===== src/rtl/traffic_conflict_monitor.sv =====
// Safety monitor for the highway/country light bus: validates the commanded one-hot
// light codes every clock, drives the lamps, and latches a flashing all-red on any violation.
module traffic_conflict_monitor #(
    parameter int MIN_YELLOW     = 1,
    parameter int MIN_ALLRED_H2C = 1,
    parameter int MIN_ALLRED_C2H = 0,
    parameter int FLASH_HALF     = 4,
    parameter int CNTRY_MAX      = 16,
    parameter int CW             = 8
) (
    input  logic       clock,
    input  logic       clear,
    input  logic [2:0] hwy,
    input  logic [2:0] cntry,
    output logic [2:0] lamp_hwy,
    output logic [2:0] lamp_cntry,
    output logic       fault,
    output logic [2:0] fault_code,
    output logic       cntry_long
);

    localparam logic [2:0]    RED        = 3'b100;
    localparam logic [2:0]    YEL        = 3'b010;
    localparam logic [2:0]    GRN        = 3'b001;
    localparam logic [CW-1:0] CNT_SAT    = '1;
    localparam logic [CW-1:0] FLASH_LAST = CW'(2 * FLASH_HALF - 1);

    typedef enum logic [1:0] {ARM, RUN, FLT} state_t;

    state_t        state;
    logic [2:0]    prev_hwy, prev_cntry;
    logic [CW-1:0] yel_h, yel_c, allred, cgreen, flash_cnt;
    logic [CW-1:0] yel_h_nxt, yel_c_nxt, allred_nxt, cgreen_nxt, flash_nxt;
    logic [2:0]    viol_code;
    logic          full_checks;

    function automatic logic one_hot3(input logic [2:0] v);
        return (v == RED) || (v == YEL) || (v == GRN);
    endfunction

    function automatic logic legal_step(input logic [2:0] p, input logic [2:0] c);
        return (p == c) || (p == GRN && c == YEL) || (p == YEL && c == RED) || (p == RED && c == GRN);
    endfunction

    function automatic logic [CW-1:0] sat_inc(input logic [CW-1:0] v);
        return (v == CNT_SAT) ? v : v + 1'b1;
    endfunction

    // NOTE: every variable assigned in this block gets a default first, so no latch can be inferred.
    always_comb begin
        full_checks = (state == RUN);
        viol_code   = 3'd0;
        yel_h_nxt   = (hwy == YEL) ? sat_inc(yel_h) : '0;
        yel_c_nxt   = (cntry == YEL) ? sat_inc(yel_c) : '0;
        allred_nxt  = (hwy == RED && cntry == RED) ? sat_inc(allred) : '0;
        cgreen_nxt  = (cntry == GRN) ? sat_inc(cgreen) : '0;
        flash_nxt   = (flash_cnt == FLASH_LAST) ? '0 : flash_cnt + 1'b1;

        // Priority chain: the lowest-numbered violation wins.
        if (!one_hot3(hwy) || !one_hot3(cntry))
            viol_code = 3'd1;
        else if (hwy != RED && cntry != RED)
            viol_code = 3'd2;
        else if (full_checks && !legal_step(prev_hwy, hwy))
            viol_code = 3'd3;
        else if (full_checks && !legal_step(prev_cntry, cntry))
            viol_code = 3'd4;
        else if (full_checks &&
                 ((prev_hwy == YEL && hwy != YEL && int'(yel_h) < MIN_YELLOW) ||
                  (prev_cntry == YEL && cntry != YEL && int'(yel_c) < MIN_YELLOW)))
            viol_code = 3'd5;
        else if (full_checks &&
                 ((prev_cntry == RED && cntry == GRN && int'(allred) < MIN_ALLRED_H2C) ||
                  (prev_hwy == RED && hwy == GRN && int'(allred) < MIN_ALLRED_C2H)))
            viol_code = 3'd6;
    end

    // NOTE: sequential state uses non-blocking assignments only; clear wins over every other branch.
    always_ff @(posedge clock) begin
        if (clear) begin
            state      <= ARM;
            prev_hwy   <= RED;
            prev_cntry <= RED;
            yel_h      <= '0;
            yel_c      <= '0;
            allred     <= '0;
            cgreen     <= '0;
            flash_cnt  <= '0;
            lamp_hwy   <= RED;
            lamp_cntry <= RED;
            fault      <= 1'b0;
            fault_code <= 3'd0;
            cntry_long <= 1'b0;
        end else begin
            case (state)
                ARM, RUN: begin
                    if (viol_code != 3'd0) begin
                        // Violating command never reaches the lamps: flash starts on the RED phase.
                        state      <= FLT;
                        fault      <= 1'b1;
                        fault_code <= viol_code;
                        flash_cnt  <= '0;
                        lamp_hwy   <= RED;
                        lamp_cntry <= RED;
                        cntry_long <= 1'b0;
                    end else begin
                        state      <= RUN;
                        prev_hwy   <= hwy;
                        prev_cntry <= cntry;
                        yel_h      <= yel_h_nxt;
                        yel_c      <= yel_c_nxt;
                        allred     <= allred_nxt;
                        cgreen     <= cgreen_nxt;
                        lamp_hwy   <= hwy;
                        lamp_cntry <= cntry;
                        cntry_long <= int'(cgreen_nxt) >= CNTRY_MAX;
                    end
                end
                default: begin
                    state      <= FLT;
                    flash_cnt  <= flash_nxt;
                    lamp_hwy   <= (int'(flash_nxt) < FLASH_HALF) ? RED : 3'b000;
                    lamp_cntry <= (int'(flash_nxt) < FLASH_HALF) ? RED : 3'b000;
                    cntry_long <= 1'b0;
                end
            endcase
        end
    end

endmodule

===== config.mk =====
export PLATFORM = sky130hd
export DESIGN_NAME = traffic_conflict_monitor
export DESIGN_NICKNAME = d
export VERILOG_FILES = /design/src/rtl/traffic_conflict_monitor.sv
export SDC_FILE = /design/constraint.sdc
export NUM_CORES = 1
export LEC_CHECK = 0
export BUFFER_PORTS_ARGS = -buffer_cell sky130_fd_sc_hd__buf_4
export CAP_MARGIN = 0
export CORE_MARGIN = 3
export CORE_UTILIZATION = 40
export CTS_CLUSTER_DIAMETER = 120
export DETAILED_ROUTE_END_ITERATION = 10
export GPL_ROUTABILITY_DRIVEN = 0
export RECOVER_POWER = 50
export SLEW_MARGIN = 20
export SYNTH_ARGS = -nofsm -noshare
export SYNTH_HDL_FRONTEND = slang
export SYNTH_SLANG_ARGS = --single-unit

===== constraint.sdc =====
create_clock -name clock -period 7.12 [get_ports clock]
set_input_delay 1.78 -clock clock [delete_from_list [all_inputs] [get_ports clock]]
set_output_delay 1.78 -clock clock [all_outputs]
set_load 0.01 [all_outputs]

==> key figures <==
Clocking
  – CTS tree: done
  – Post-CTS setup buffers: 0
  – CTS buffer count: 9
  – CTS hold repair buffers: 0
  – # H-tree levels: 3
  – CTS Sinks: 59
  – Post-cts gate resize count: 0
  – Clk buf depth: 2
  – Worst skew pair latency: 0.34 ns
  – Clock root buffer: clkbuf_8
  – CTS clk-pin slew, worst paths: 0.07 ns

Detailed routing
  – DR WL/cell: 16.6 um
  – Via density: 6.14
  – Starting DRT DRC Count: 261
  – First-pass DRT Iterations: 5
  – Drt drc: 0
  – DRT Wirelength: 9010 um
  – Via count: 3329
  – Post-route ant nets: 0

Die
  – Initial core utilization: 41.8%
  – # IOs: 19
  – Die height: 99.1 um
  – Cell Rows: 33
  – DIE WIDTH: 99.1 um
  – Core Footprint: 0.00830 sq mm
  – Die area: 0.00982 sq mm

Timing
  – Hold_ws: 0.467 ns
  – RSZ-0062 raised after global routing: no
  – Period minus WS final: 4.93 ns
  – Crit share post-route: 69.2%
  – Slew @ Worst Pin: 1.03 ns
  – Final Hold Fails: 0
  – Rel. slew slack: 31.7%
  – Clk_skew: 0.00849 ns
  – Setup violations, final: 0
  – Final Max Tran Viols: 0
  – Setup TNS Final: 0 ns
  – Fmax achieved: 203 MHz

Final layout
  – Ant. Diodes: 0
  – Register area: 0.00118 sq mm
  – Final core utilization: 45.9%
  – Layout cells sized above 1: 7.32%
  – Layout net count: 448
  – Area of the multi-input gates: 0.00208 sq mm
  – Fillers: 836
  – Area added between synthesis and finish: 9.82%
  – Fin cells: 542

Pwr
  – Clock share of power: 49.8%
  – Int Power: 588 uW
  – Final Power: 757 uW
  – Net load switching power: 169 uW
  – Sequential Power Share: 44.5%
  – Leak: 0.00131 uW
  – Sw Ratio: 22.3%
  – Gate power share: 5.7%
  – VDD IR max: 88.9 uV
  – PwrDens: 199 mW/mm^2

Setup path
  – Reg2reg path depth: 7
  – Worst Path Buf+Inv: 3
  – Worst setup EP type: flip-flop
  – WP data arrival: 5.22 ns
  – Startpoint types: input port
  – Critical path cell sequence: clkbuf_1 -> nor3b_1 -> a21oi_1 -> a41oi_1 -> o211a_1 -> clkbuf_1 -> nand3_1 -> inv_2 -> a22o_1
  – Critical R2R Launch: state[1]$_SDFF_PP0_
  – Crit path largest cell delay: 0.80 ns
  – Slowest cell on crit path: clkbuf_1
  – Required time at the worst-slack endpoint: 7.41 ns
  – Crit path max fanout: 19
  – CP most frequent cell: clkbuf_1
  – Kind of critical path: input port to flip-flop
  – Worst R2R End: flash_cnt[1]$_SDFFE_PP0P_
  – Reg-to-reg slack, setup: 3.45 ns
  – Top delay family on crit path: compound AO/OA/AOI/OAI gates

Synth
  – Synth top area cells: dfxtp_1, nand3_1, a21oi_1
  – Syn avg cell area: 8.04 sq um
  – Post-synth top area share: 34.1%
  – Syn Inst Count: 431
  – Distinct cells, synth: 59
  – Ys Warns: 0
  – Mapped Nets: 447
  – Register bit count reported by yosys: 59
  – Cell area after synthesis: 0.00347 sq mm
  – EDFF count, synth: 0
  – Ys flop type: dfxtp_1
  – Cell taking the most area after synthesis: dfxtp_1
  – Sequential area share after synthesis: 34.1%
  – Async S/R FF share, synth: 0%

Global routing
  – Initial antenna violation count: 0
  – Vias in the first global route: 3076
  – Largest net degree at the start of global routing: 54
  – Total grt overflow: 0
  – GRT Total Usage: 19.1%
  – Global-route wire length before repair: 15300 um

Placement
  – Final HPWL DP: 6040 um
  – I/O Buffers: 18
  – Placed insts: 526

Min path
  – Worst Hold End: fault$_SDFFE_PP0P_
  – Hold Path Depth: 2
  – HP Start: fault$_SDFFE_PP0P_
  – Worst hold path class: flip-flop to flip-flop

Job
  – Maxcap violations: 0

Status
  – Outcome: finished, final reports clean
==> synth_stat cells (all sizes together) (4+ instances only) <==
cell    instances
a211oi         12
a21oi          29
a311oi          6
a31oi          16
and2            6
and3           16
buf            13
clkbuf         20
dfxtp          59
ha              8
inv            13
nand2          22
nand3          37
nand4           5
nor2           33
nor3            5
nor3b           7
nor4bb          6
o21ai          26
o311ai          6
o31ai          10
o41ai           5
or3             5
or3b            4
or4             4
xnor2           7
xor2            6
==> state kept, by name (all words and copies together), names as in the netlist <==
name	cells
cgreen	8
fault	1
yel_h	8
prev_hwy	3
flash_cnt	8
yel_c	8
lamp_cntry	3
state	2
fault_code	3
allred	8
lamp_hwy	3
prev_cntry	3
cntry_long	1
==> worst max path at each step <==
stage	endpoint	startpoint	cells after the start	slack (ns)
after floorplan	allred[4]$_SDFFE_PP0P_	hwy[0]	8	3.40
after global placement	allred[1]$_SDFFE_PP0P_	hwy[2]	8	2.53
after detailed placement	yel_c[7]$_SDFFE_PP0P_	hwy[2]	8	2.42
after CTS	allred[1]$_SDFFE_PP0P_	hwy[2]	8	2.79
after global routing	lamp_hwy[0]$_SDFF_PP0_	hwy[2]	9	1.87
final	flash_cnt[1]$_SDFFE_PP0P_	hwy[2]	9	2.19
==> tightest hold or removal path, stage by stage, from the launching register on <==
cell	delay (ns)
dfxtp_1	0.32
inv_1	0.05
a21oi_1	0.05
==> logic make-up (layout without fill, tap and decap cells) <==
| family | Yosys count | after routing | share of synthesized area (%) |
|---|---|---|---|
| simple gates | 165 | 165 | 26.1 |
| fa+ha+maj | 8 | 8 | 2.89 |
| buf+inv | 47 | 53 | 5.81 |
| compound gates | 139 | 139 | 27.8 |
| xor+xnor | 13 | 13 | 3.29 |
| flops | 59 | 59 | 34.1 |
==> cells in the final DEF (no fill, tap or decap), drive strengths merged, types with 4 or more instances in the layout <==
cell type	count
a21oi	29
nand3	37
xor2	6
buf	8
or3	5
a311oi	6
nor4bb	6
o311ai	6
o21ai	26
or4	4
nor3	5
nand4	5
o31ai	10
dfxtp	59
ha	8
inv	13
or3b	4
a31oi	16
nor3b	7
xnor2	7
o41ai	5
and3	16
and2	6
a211oi	12
nor2	33
clkbuf	26
nand2	22
==> final cells by class <==
cell class	count	share of cell area, %
tap	105	3.45
inverter	14	1.38
clock buffer	11	3.71
timing repair buffer	23	3.06
multi-input combinational	325	54.7
sequential	59	31.0
clock inverter	5	2.63
==> through the flow <==
step	cell area, sq um	worst slack [ns]
floorplan	3470	3.40
detailed placement	3620	2.42
global placement	3620	2.53
finish	3810	2.19
CTS	3860	2.79
global route	3810	1.87
==> power groups by stage <==
stage / Sequential, uW / Combinational, uW / Clock (uW)
2_1_floorplan: 344 / 30.8 / 0
3_3_place_gp: 344 / 44.1 / 0
3_5_place_dp: 344 / 44.6 / 0
4_1_cts: 337 / 44.8 / 385
5_1_grt: 337 / 47.7 / 404
6_report: 337 / 43.2 / 377
==> layer usage <==
| layer | track usage [%] | share of wire [%] | vias to the layer above | wire [um] |
|---|---|---|---|---|
| li1 | - | - | 1644 | - |
| met1 | 26.7 | 49 | 1585 | 4380 |
| met2 | 28.9 | 46 | 96 | 4110 |
| met3 | 5.66 | 5.4 | 4 | 483 |
| met4 | 4.83 | 0.41 | 0 | 37 |
| met5 | 0 | 0 | - | 0 |
No activity file was read; power rests on OpenSTA's default activity.
